$ cat src/rtl/fetch_unit_if.sv
// Instruction-memory request/response bus between the fetch unit and memory.
// Latency: none, plain wires.
// Backpressure: memory holds ihit low to stall; the request stays asserted until ihit.
// Signals: iREN (read request), iaddr (word address), ihit (data valid), iload (data).
interface fetch_unit_if;
    logic        iREN;
    logic [31:0] iaddr;
    logic        ihit;
    logic [31:0] iload;

    modport master (output iREN, iaddr, input ihit, iload);
    modport slave  (input iREN, iaddr, output ihit, iload);
endinterface

$ cat src/rtl/fetch_unit.sv
// Instruction fetch unit: fetches one word, holds it for decode, then steers the PC.
// Latency: instr_valid rises the cycle after ihit; sequential throughput is one instruction per two cycles.
// Backpressure: stall=1 freezes the held instruction and PC; a missing ihit keeps the request pending.
// Ports: CLK/RST (sync, active-high); imem = memory bus (master side);
//        imemload/instr_valid = held instruction to decode; stall, jmp, jmpr, b_eq,
//        b_ne, hlt, zero, rs_data = decode/ALU feedback; pc_plus4 = link value;
//        halted = HALT retired.
module fetch_unit #(
    parameter logic [31:0] PC_INIT = 32'h0000_0000
) (
    input  logic                CLK,
    input  logic                RST,
    fetch_unit_if.master        imem,
    output logic [31:0]         imemload,
    output logic                instr_valid,
    input  logic                stall,
    input  logic                jmp,
    input  logic                jmpr,
    input  logic                b_eq,
    input  logic                b_ne,
    input  logic                hlt,
    input  logic                zero,
    input  logic [31:0]         rs_data,
    output logic [31:0]         pc_plus4,
    output logic                halted
);

    typedef enum logic [1:0] {
        FETCH  = 2'd0,
        HOLD   = 2'd1,
        HALTED = 2'd2
    } state_t;

    state_t      r_state;
    state_t      w_next_state;
    logic [31:0] r_pc;
    logic [31:0] r_imemload;
    logic        r_instr_valid;

    logic [31:0] w_next_pc;
    logic [31:0] w_br_offset;
    logic [31:0] w_br_target;
    logic [31:0] w_jmp_target;
    logic [31:0] w_jr_target;
    logic        w_br_taken;
    logic        w_unused_rs;

    // ---------------- state register ----------------
    always_ff @(posedge CLK) begin
        if (RST) begin
            r_state <= FETCH;
        end else begin
            r_state <= w_next_state;
        end
    end

    // ---------------- next-state logic ----------------
    always_comb begin
        w_next_state = r_state;
        case (r_state)
            FETCH:   if (imem.ihit) w_next_state = HOLD;
            HOLD:    if (!stall)    w_next_state = hlt ? HALTED : FETCH;
            HALTED:  w_next_state = HALTED;
            default: w_next_state = FETCH;
        endcase
    end

    // ---------------- output logic ----------------
    always_comb begin
        imem.iREN = (r_state == FETCH);
        imem.iaddr = r_pc;
        halted = (r_state == HALTED);
    end

    // ---------------- PC datapath ----------------
    assign pc_plus4     = r_pc + 32'd4;
    assign w_br_offset  = {{14{r_imemload[15]}}, r_imemload[15:0], 2'b00};
    assign w_br_target  = pc_plus4 + w_br_offset;
    assign w_jmp_target = {pc_plus4[31:28], r_imemload[25:0], 2'b00};
    // Low bits of the register target are dropped to keep fetches word aligned.
    assign w_jr_target  = {rs_data[31:2], 2'b00};
    assign w_unused_rs  = ^rs_data[1:0];
    assign w_br_taken   = (b_eq & zero) | (b_ne & ~zero);

    // Halt keeps the PC pointing at the HALT instruction.
    always_comb begin
        w_next_pc = pc_plus4;
        if (hlt) begin
            w_next_pc = r_pc;
        end else if (jmpr) begin
            w_next_pc = w_jr_target;
        end else if (jmp) begin
            w_next_pc = w_jmp_target;
        end else if (w_br_taken) begin
            w_next_pc = w_br_target;
        end
    end

    // iload is only captured while a request is outstanding; control inputs
    // only matter while an instruction is held and decode is ready.
    always_ff @(posedge CLK) begin
        if (RST) begin
            r_pc          <= PC_INIT;
            r_imemload    <= 32'h0;
            r_instr_valid <= 1'b0;
        end else begin
            case (r_state)
                FETCH: begin
                    if (imem.ihit) begin
                        r_imemload    <= imem.iload;
                        r_instr_valid <= 1'b1;
                    end
                end
                HOLD: begin
                    if (!stall) begin
                        r_pc          <= w_next_pc;
                        r_instr_valid <= 1'b0;
                    end
                end
                default: ;
            endcase
        end
    end

    assign imemload    = r_imemload;
    assign instr_valid = r_instr_valid;

endmodule

$ cat src/flat_wrapper.sv
// flat-port wrapper written by rule: the top's interface ports become plain ports
module fetch_unit_flat 
#(
    parameter logic [31:0] PC_INIT = 32'h0000_0000
)
  (CLK, RST, imemload, instr_valid, stall, jmp, jmpr, b_eq, b_ne, hlt, zero, rs_data, pc_plus4, halted, imem_iREN, imem_iaddr, imem_ihit, imem_iload);
  fetch_unit_if imem_i ();
  input  logic CLK;
  input  logic RST;
  output logic [31:0] imemload;
  output logic instr_valid;
  input  logic stall;
  input  logic jmp;
  input  logic jmpr;
  input  logic b_eq;
  input  logic b_ne;
  input  logic hlt;
  input  logic zero;
  input  logic [31:0] rs_data;
  output logic [31:0] pc_plus4;
  output logic halted;
  output wire logic [$bits(imem_i.iREN)-1:0] imem_iREN;
  output wire logic [$bits(imem_i.iaddr)-1:0] imem_iaddr;
  input wire logic [$bits(imem_i.ihit)-1:0] imem_ihit;
  input wire logic [$bits(imem_i.iload)-1:0] imem_iload;
  assign imem_iREN = imem_i.iREN;
  assign imem_iaddr = imem_i.iaddr;
  assign imem_i.ihit = imem_ihit;
  assign imem_i.iload = imem_iload;
  fetch_unit #(.PC_INIT(PC_INIT)) u_core (.CLK(CLK), .RST(RST), .imem(imem_i), .imemload(imemload), .instr_valid(instr_valid), .stall(stall), .jmp(jmp), .jmpr(jmpr), .b_eq(b_eq), .b_ne(b_ne), .hlt(hlt), .zero(zero), .rs_data(rs_data), .pc_plus4(pc_plus4), .halted(halted));
endmodule
$ cat config.mk
export PLATFORM = sky130hd
export DESIGN_NAME = fetch_unit_flat
export DESIGN_NICKNAME = d
export VERILOG_FILES = /design/src/rtl/fetch_unit_if.sv /design/src/rtl/fetch_unit.sv /design/src/flat_wrapper.sv
export SDC_FILE = /design/constraint.sdc
export NUM_CORES = 1
export LEC_CHECK = 0
export ABC_AREA = 1
export CORE_ASPECT_RATIO = 1.5
export CORE_MARGIN = 2
export CORE_UTILIZATION = 30
export CTS_CLUSTER_SIZE = 40
export DETAILED_ROUTE_END_ITERATION = 6
export PLACE_DENSITY = 0.53
export SYNTH_ARGS = -nofsm -noshare
export SYNTH_HDL_FRONTEND = slang
export SYNTH_SLANG_ARGS = --single-unit
$ cat constraint.sdc
create_clock -name CLK -period 5.01 [get_ports CLK]
set_input_delay 0.501 -clock CLK [delete_from_list [all_inputs] [get_ports CLK]]
set_output_delay 0.501 -clock CLK [all_outputs]
set_load 0.005 [all_outputs]
==> out/metrics.yaml, run 1 <==
status: "complete, no violations"
grt_use_met1: 0.262
die-area_sq_mm: 0.0222
post-route-util: 0.414
rows: 64
cp_max_fo: 6
root_buffer: "clkbuf_16"
critical_path_class: "flop to flop"
p_seq_frac: 0.327
routed_via_density: 4.79
slew_headroom: 0.333
grtUsageTotal: 0.231
powerDensity_mw_per_mm2: 236
cts.clk_slew.worst_paths_ns: 0.06
syn_area_per_cell_sq_um: 5.79
start_util: 0.307
postRouteAntennaNets: 0
grt_max_degree: 51
hold_class: "flop to flop"
fp.coreArea_sq_mm: 0.0205
buffer_ports.inserted: 166
insertion_delay_ns: 0.35
cts_setup_buffers: 0
cts_hold_buf: 0
met2_usage: 0.402
crit_slowest_cell: "dfxtp_1"
r2r_slack_ns: 1.32
cts.sinks: 65
tritoncts: "done"
h-tree-depth: 3
cts_buffer_depth: 2
ys_warn_count: 0
finalClockSkew_ns: 0.0107
drive_above_1_share: 0.0595
cts_buffers: 9
ir_drop_mv: 0.238
required_ns: 5.23
post_cts_resized: 0
crit_path_max_incr_delay_ns: 0.46
internal_power_w: 0.00131
wl_um: 25400
cp-end-kind: "flop"
wl_per_cell_um: 16.8
ys_types: 47
fin_tns_setup_ns: 0
switching_share: 0.346
place_congestion: 0.898
slew_viol_final: 0
rsz0062_at_grt: "false"
die_h_um: 181
drt_first_iter_violations: 377
period_needed_ns: 3.69
clockPowerShare: 0.355
setup_viol: 0
top_usage_layer: "met2"
layout.nets: 1350
ys_seq_area_frac: 0.207
max-cap-violations: 0
vias: 7228
hold_violations: 0
drtPass1Iterations: 5
netlist_area_sq_mm: 0.00629
grt_pass1_wl_um: 39000
crit_path_start_kind: "flop"
power_switching_w: 0.000693
multi_input_area_sq_mm: 0.00428
met3_usage: 0.0470
period_share: 0.737
grt_overflow: 0
io_pins: 173
drc: 0
cpMostUsedCell: "nand2_1"
seqCellArea_sq_mm: 0.00130
synth_seq_cells: 65
grt_antenna_before_repair: 0
fillerInstances: 2326
p_leak_nw: 4.00
dp_hpwl_um: 20400
max_clock_freq_ghz: 0.271
antenna_cells: 0
grt_pass1_vias: 7150
combinationalPowerShare: 0.318
power_w: 0.00200
path_cells: "ha_1, nand3_2, nor2_2, inv_2, o21ai_0, inv_1, ha_1, nand2_1, nor2_1, nand3_1, nand3_1, nand2_1, nand2_1, nand2_1, nand3_1, nand3_1, nand2_1, a21oi_1"
fp.dieW_um: 122
synthToLayoutAreaGrowth_pct: 34.8
post_synth_inst_count: 1085
crit_arrival_ns: 3.91
worst_pin_slew_ns: 0.999
==> cells in the mapped netlist (all sizes together) <==
master	n	share of area
dfxtp	65	0.21
nand2	328	0.20
xnor2	6	0.0084
a31oi	1	0.0010
o221ai	1	0.0014
and2	1	0.0010
dlygate4sd3	1	0.0016
nand3	64	0.053
a21oi	87	0.070
nor2	183	0.12
or2	3	0.0030
xor2	16	0.022
o211ai	14	0.017
a21o	3	0.0036
nor3b	3	0.0044
o21ai	59	0.047
a31o	2	0.0028
clkinv	3	0.0018
conb	1	0.00060
dlymetal6s2s	1	0.0020
nand3b	5	0.0060
o21bai	2	0.0024
nand4	14	0.014
buf	6	0.0074
clkbuf	25	0.020
ha	36	0.072
inv	136	0.081
dlygate4sd1	1	0.0014
nor3	15	0.017
o22ai	1	0.0010
o21a	1	0.0012
fa	1	0.0032
==> power groups by stage <==
stage / registers (W) / clock network (W) / logic, W
detailed placement: 0.000665 / 0 / 0.000638
finish: 0.000655 / 0.000711 / 0.000636
CTS: 0.000655 / 0.000724 / 0.000642
global placement: 0.000664 / 0 / 0.000637
global route: 0.000664 / 0.000749 / 0.000706
floorplan: 0.000642 / 0 / 0.000335
==> through the flow <==
| step | setup slack [ns] | cell area (sq um) | cells | hold WS (ns) |
|---|---|---|---|---|
| 2_1_floorplan | 2.29 | 6300 | 1088 | 0.460 |
| 3_3_place_gp | 1.40 | 8150 | 1492 | 0.452 |
| 3_5_place_dp | 1.40 | 8150 | 1492 | 0.474 |
| 4_1_cts | 1.37 | 8480 | 1508 | 0.484 |
| 5_1_grt | 0.964 | 8480 | 1508 | 0.493 |
| 6_report | 1.32 | 8480 | 1508 | 0.474 |
==> path summary, 6_finish.rpt <==
path / startpoint / endpoint / cells after the start
worst max-delay path: u_core.imem.iaddr[2]$_SDFFE_PP0P_ / u_core.imem.iaddr[18]$_SDFFE_PP0P_ / 18
worst min-delay path: u_core.instr_valid$_SDFFE_PP0P_ / u_core.instr_valid$_SDFFE_PP0P_ / 2
worst max register to register: u_core.imem.iaddr[2]$_SDFFE_PP0P_ / u_core.imem.iaddr[18]$_SDFFE_PP0P_ / 18
worst min register to register: u_core.instr_valid$_SDFFE_PP0P_ / u_core.instr_valid$_SDFFE_PP0P_ / 2
==> state kept, by name, indices dropped and copies added, names as in the netlist <==
register            count
u_core.imem.iaddr      30
u_core.imemload        32
u_core.instr_valid      1
u_core.r_state          2
==> critical path: cells and delay by family, from the launching register on <==
family | cells | cell delay (ns)
fa+ha+maj | 2 | 0.68
buf+inv | 2 | 0.24
compound gates | 2 | 0.49
simple gates | 12 | 1.68
flops | 1 | 0.46
==> cell families (layout without fill, tap and decap cells) <==
| kind of cell | Yosys count | count (layout) | share of synthesized area |
|---|---|---|---|
| adders and majority gates | 37 | 37 | 0.0748 |
| other | 1 | 4 | 0.000596 |
| xor gates and xnor gates | 22 | 22 | 0.0306 |
| and+or+nand+nor | 616 | 616 | 0.424 |
| AOI/OAI and AO/OA | 171 | 171 | 0.147 |
| DFF | 65 | 65 | 0.207 |
| buffers and inverters | 173 | 329 | 0.115 |
==> per-layer routing <==
layer | wire [um] | vias to the layer above
met5 | 0 | -
met1 | 10200 | 3192
li1 | - | 3766
met4 | 1300 | 0
met2 | 12500 | 222
met3 | 1380 | 48
==> final cells by class <==
cell class | count | area share
Multi-Input combinational cell | 850 | 0.505
Timing Repair Buffer | 174 | 0.203
Sequential cell | 65 | 0.154
Tap cell | 264 | 0.0390
Clock buffer | 9 | 0.0266
Clock inverter | 7 | 0.0118
Inverter | 139 | 0.0615
==> layout by cell type (no fill, tap or decap), types with 2 or more instances in the layout <==
| cell type | n |
|---|---|
| conb_1 | 4 |
| nand3_2 | 3 |
| dfxtp_1 | 65 |
| nand3_1 | 61 |
| nand2_1 | 315 |
| bufinv_16 | 2 |
| a21oi_1 | 85 |
| nor2_4 | 6 |
| o21ai_1 | 4 |
| clkdlybuf4s50_1 | 166 |
| a21oi_2 | 2 |
| nand3b_1 | 5 |
| o21ai_0 | 55 |
| nand4_1 | 14 |
| clkinv_1 | 3 |
| nor2_1 | 168 |
| xnor2_1 | 6 |
| inv_2 | 6 |
| inv_1 | 130 |
| nor3b_1 | 2 |
| nor2_2 | 8 |
| a21o_1 | 3 |
| ha_1 | 36 |
| buf_4 | 8 |
| nor3_1 | 10 |
| nor3_2 | 4 |
| nand2_2 | 9 |
| a31o_2 | 2 |
| or2_2 | 3 |
| xor2_1 | 16 |
| o211ai_1 | 14 |
| o21bai_1 | 2 |
| nand2_4 | 4 |
| inv_6 | 3 |
| clkbuf_16 | 9 |
No activity file was read; power rests on OpenSTA's default activity.
==> run 2, diff against run 1 <==
==> constraint.sdc (replaced) <==
create_clock -name CLK -period 3.4 [get_ports CLK]
set_input_delay 0.34 -clock CLK [delete_from_list [all_inputs] [get_ports CLK]]
set_output_delay 0.34 -clock CLK [all_outputs]
set_load 0.005 [all_outputs]
==> run 2 against run 1 <==
Compared with the run above:
- clock skew grew 0.0044 ns
- fmax increased by 17%
- global-route usage is 0.28 points higher
- critical path depth is 2 higher
- non-clock buffer count up 29
- register-to-register slack got worse by 1.1 ns
- combinational power is 55% higher
- cell area grew 3.6%
- sequential power increased by 44%
- sequential share of layout area is 0.45 points lower
- largest power group unchanged
- highest routed layer unchanged
==> out/metrics.yaml, run 2 (synthesis results as in run 1) <==
dp.cells: 1519
start_util: 0.307
drc: 0
period_share: 0.929
cp-end-kind: "flop"
status: "complete, no violations"
setup_ws_ns: 0.240
crit_path_start_kind: "flop"
drt_first_iter_violations: 388
die_h_um: 181
hold_class: "flop to flop"
antenna_cells: 0
layout.nets: 1379
cts_buffer_depth: 2
layout_commonest_cell: "nand2_1"
finalClockSkew_ns: 0.0150
insertion_delay_ns: 0.35
wl_per_cell_um: 16.7
slew_headroom: 0.409
grt_max_degree: 35
grt_antenna_before_repair: 0
powerDensity_mw_per_mm2: 344
max_clock_freq_ghz: 0.316
fp.coreArea_sq_mm: 0.0205
setup_viol: 0
instances_no_fill: 1537
worst_pin_slew_ns: 0.886
period_needed_ns: 3.16
cp_max_fo: 7
drtPass1Iterations: 7
max-cap-violations: 0
buffer_ports.inserted: 166
grt_overflow: 0
p_leak_nw: 4.20
vias: 7444
tritoncts: "done"
routed_via_density: 4.84
most-common-layout-cells: "nand2_1 (314), clkdlybuf4s50_1 (166), nor2_1 (165), inv_1 (130), a21oi_1 (83)"
cts_buffers: 9
fp.dieW_um: 122
grt_pass1_vias: 7438
hold_ws_ns: 0.467
post-place-ws_ns: 0.108
critical_path_class: "flop to flop"
place_congestion: 0.928
ir_drop_mv: 0.182
die-area_sq_mm: 0.0222
hold_violations: 0
io_pins: 173
cts.clk_slew.worst_paths_ns: 0.07
rows: 64
crit_arrival_ns: 3.38
slew_viol_final: 0
largest_reg_flops: 32
cts.sinks: 65
h-tree-depth: 3
wl_um: 25700
dp_hpwl_um: 21000
grt_pass1_wl_um: 39800
synthToLayoutAreaGrowth_pct: 39.7
r2r_slack_ns: 0.24
postRouteAntennaNets: 0
rsz0062_at_grt: "true"
required_ns: 3.62
cts_hold_buf: 0
root_buffer: "clkbuf_16"
grtUsageTotal: 0.234
drive_above_1_share: 0.0974
run 2: worst paths after layout:
check / cells after the start / startpoint / endpoint
worst max register to register: 20 / u_core.imem.iaddr[7]$_SDFFE_PP0P_ / u_core.imem.iaddr[25]$_SDFFE_PP0P_
worst min-delay path: 2 / u_core.instr_valid$_SDFFE_PP0P_ / u_core.instr_valid$_SDFFE_PP0P_
worst max-delay path: 20 / u_core.imem.iaddr[7]$_SDFFE_PP0P_ / u_core.imem.iaddr[25]$_SDFFE_PP0P_
worst min register to register: 2 / u_core.instr_valid$_SDFFE_PP0P_ / u_core.instr_valid$_SDFFE_PP0P_
run 2: report_power, final:
part           internal (W)  switching (W)  leakage (nW)
logic              0.000450       0.000535          3.50
clock network      0.000658       0.000430         0.160
registers          0.000847      0.0000986         0.536
total               0.00196        0.00106          4.20
run 2: critical path, stage by stage, from the launching register on:
cell	delay (ns)
dfxtp_1	0.46
nand2_4	0.10
nor2_4	0.15
nand2_4	0.08
nor2_8	0.17
nand2_4	0.09
nor2_4	0.14
xor2_1	0.15
inv_1	0.16
ha_1	0.35
nand2_1	0.09
nor2_1	0.15
inv_1	0.08
nor3_2	0.15
nand3_1	0.15
nand3_1	0.11
nand2_1	0.05
nand3_1	0.17
nand3_2	0.11
nand2_2	0.08
a21oi_2	0.04
run 2: what timing repair did:
item | in CTS | in global routing
gates resized for setup | 0 | 26
buffers inserted | 0 | 2
setup endpoints to repair | 0 | 19
run 2: layout make-up:
cell class / instances / area, sq um
Clock buffer: 9 / 225
Multi-Input combinational cell: 850 / 4350
Tap cell: 264 / 330
Sequential cell: 65 / 1310
Clock inverter: 7 / 108
Timing Repair Buffer: 203 / 1940
Inverter: 139 / 522
Fill cell: 2291 / 11700
run 2: per-layer routing:
metal | vias to the layer above | global-route usage | part of all wire
met5 | - | 0 | 0
met4 | 0 | 0.132 | 0.059
met3 | 58 | 0.0404 | 0.063
met2 | 262 | 0.410 | 0.50
met1 | 3300 | 0.261 | 0.38
li1 | 3824 | - | -
run 2: through the flow:
step | power [W] | cell area, sq um | TNS (ns) | utilization
final | 0.00302 | 8780 | 0 | 0.428
after floorplan | 0.00144 | 6300 | 0 | -
after global placement | 0.00194 | 8350 | 0 | 0.408
after CTS | 0.00304 | 8690 | 0 | 0.424
after global routing | 0.00320 | 8780 | -0.0516 | 0.428
after detailed placement | 0.00194 | 8350 | 0 | 0.408
==> run 3, diff against run 2 <==
--- a/config.mk
+++ b/config.mk
@@ -8,10 +8,11 @@
 export ABC_AREA = 1
 export CORE_ASPECT_RATIO = 1.5
 export CORE_MARGIN = 2
-export CORE_UTILIZATION = 30
+export CORE_UTILIZATION = 56
 export CTS_CLUSTER_SIZE = 40
 export DETAILED_ROUTE_END_ITERATION = 6
-export PLACE_DENSITY = 0.53
+export DONT_BUFFER_PORTS = 1
+export PLACE_DENSITY = 0.7
 export SYNTH_ARGS = -nofsm -noshare
 export SYNTH_HDL_FRONTEND = slang
 export SYNTH_SLANG_ARGS = --single-unit
==> run 3 against run 2 <==
Compared with the run above:
- clock power decreased by 10%
- setup slack worse by 0.029 ns
- worst hold slack worse by 0.42 ns
- sequential power up 3.0%
==> out/metrics.yaml, run 3 (synthesis results as in run 1) <==
drtPass1Iterations: 5
insertion_delay_ns: 0.35
tritoncts: "done"
most-common-layout-cells: "nand2_1 (314), nor2_1 (165), inv_1 (130), a21oi_1 (84), nand3_1 (59)"
cp_max_fo: 7
layout.nets: 1211
buffer_ports.inserted: 0
slew_headroom: 0.472
grt_antenna_before_repair: 0
period_needed_ns: 3.19
place_congestion: 1.01
hold_violations: 0
wl_um: 21800
root_buffer: "clkbuf_16"
fp.coreArea_sq_mm: 0.0110
cts.sinks: 65
max-cap-violations: 0
crit_path_max_incr_delay_ns: 0.44
cts_hold_buf: 0
setup_viol: 0
wl_per_cell_um: 17.4
finalClockSkew_ns: 0.0102
drive_above_1_share: 0.109
critical_path_class: "flop to flop"
hold_ws_ns: 0.0518
routed_via_density: 5.55
fin_area_sq_mm: 0.00692
drt_first_iter_violations: 458
max_clock_freq_ghz: 0.314
cts_buffers: 9
rows: 47
synthToLayoutAreaGrowth_pct: 10.1
start_util: 0.572
dp_hpwl_um: 17500
layout_commonest_cell: "nand2_1"
h-tree-depth: 3
ir_drop_mv: 0.305
postRouteAntennaNets: 0
cp-end-kind: "flop"
rsz0062_at_grt: "true"
cts_setup_buffers: 0
grtUsageTotal: 0.351
cts_buffer_depth: 2
crit_path_start_kind: "flop"
fillerInstances: 1181
crit_arrival_ns: 3.45
crit_slowest_cell: "dfxtp_1"
cts.clk_slew.worst_paths_ns: 0.07
largest_reg_flops: 32
status: "complete, no violations"
grt_pass1_vias: 6404
powerDensity_mw_per_mm2: 378
slew_viol_final: 0
required_ns: 3.67
p_leak_nw: 3.56
die_h_um: 134
io_pins: 173
grt_pass1_wl_um: 33300
die-area_sq_mm: 0.0121
grt_max_degree: 35
path_cells: "nand2_2, nor2_4, nand2_4, nor2_8, nand2_4, xor2_1, inv_1, ha_1, nand2_1, nor2_1, nand3_1, nand3_1, buf_4, xor2_1, nand2_1, nand3_1, nand2_1, a21oi_1"
grt_overflow: 0
antenna_cells: 0
placedInstanceArea_sq_mm: 0.00655
worst_pin_slew_ns: 0.791
vias: 6949
drc: 0
hold_class: "primary input to flop"
fp.dieW_um: 90.5
post_cts_resized: 0
period_share: 0.938
[run 3: cell count changes in the layout (fill, tap and decap cells not counted), sizes merged]
cell / previous run / this run
bufinv: 2 / 1
inv: 140 / 139
buf: 37 / 35
clkinv: 3 / 6
clkinvlp: 1 / 0
clkdlybuf4s50: 166 / 0
[run 3: metal layers]
layer / wire (um) / vias up / GRT usage
met5: 0 / - / 0
met2: 10600 / 279 / 0.607
met3: 1700 / 64 / 0.0882
li1: - / 3498 / -
met4: 1370 / 0 / 0.226
met1: 8170 / 3108 / 0.380
[run 3: final timing paths]
kind	start	cells past startpoint	slack (ns)	endpoint
hold reg to reg	u_core.imem.iaddr[11]$_SDFFE_PP0P_	2	0.49	u_core.imem.iaddr[11]$_SDFFE_PP0P_
hold / removal	RST	1	0.05	u_core.instr_valid$_SDFFE_PP0P_
setup reg to reg	u_core.imem.iaddr[4]$_SDFFE_PP0P_	18	0.21	u_core.imem.iaddr[14]$_SDFFE_PP0P_
setup / recovery	u_core.imem.iaddr[4]$_SDFFE_PP0P_	18	0.21	u_core.imem.iaddr[14]$_SDFFE_PP0P_
[run 3: layout make-up]
cell class | count | area, sq um | share of cell area
Inverter | 139 | 522 | 0.0754
Clock inverter | 7 | 75.1 | 0.0108
Sequential cell | 65 | 1310 | 0.189
Timing Repair Buffer | 35 | 263 | 0.0379
Clock buffer | 9 | 225 | 0.0325
Tap cell | 147 | 184 | 0.0266
Multi-Input combinational cell | 850 | 4350 | 0.628
[run 3: where the power goes]
group | switching [W] | total, W | internal [W]
sequential | 0.000126 | 0.000973 | 0.000847
combinational | 0.000435 | 0.000669 | 0.000234
clock | 0.000402 | 0.000976 | 0.000575
total | 0.000962 | 0.00262 | 0.00166
[run 3: worst max-delay path: cells and delay by family (launching register included)]
kind,cells,cell delay [ns]
compound gates,1,0.15
xor+xnor,2,0.39
fa+ha+maj,1,0.32
buf+inv,2,0.28
flops,1,0.44
simple gates,12,1.54
[run 3: metrics by stage]
stage / total power, W / util / std cells / setup WS (ns) / TNS, ns
5_1_grt: 0.00273 / 0.630 / 1252 / -0.0138 / -0.0138
3_5_place_dp: 0.00164 / 0.595 / 1236 / 0.177 / 0
3_3_place_gp: 0.00163 / 0.595 / 1236 / 0.211 / 0
6_report: 0.00262 / 0.630 / 1252 / 0.212 / 0
4_1_cts: 0.00261 / 0.623 / 1252 / 0.158 / 0
2_1_floorplan: 0.00144 / - / 1088 / 0.683 / 0
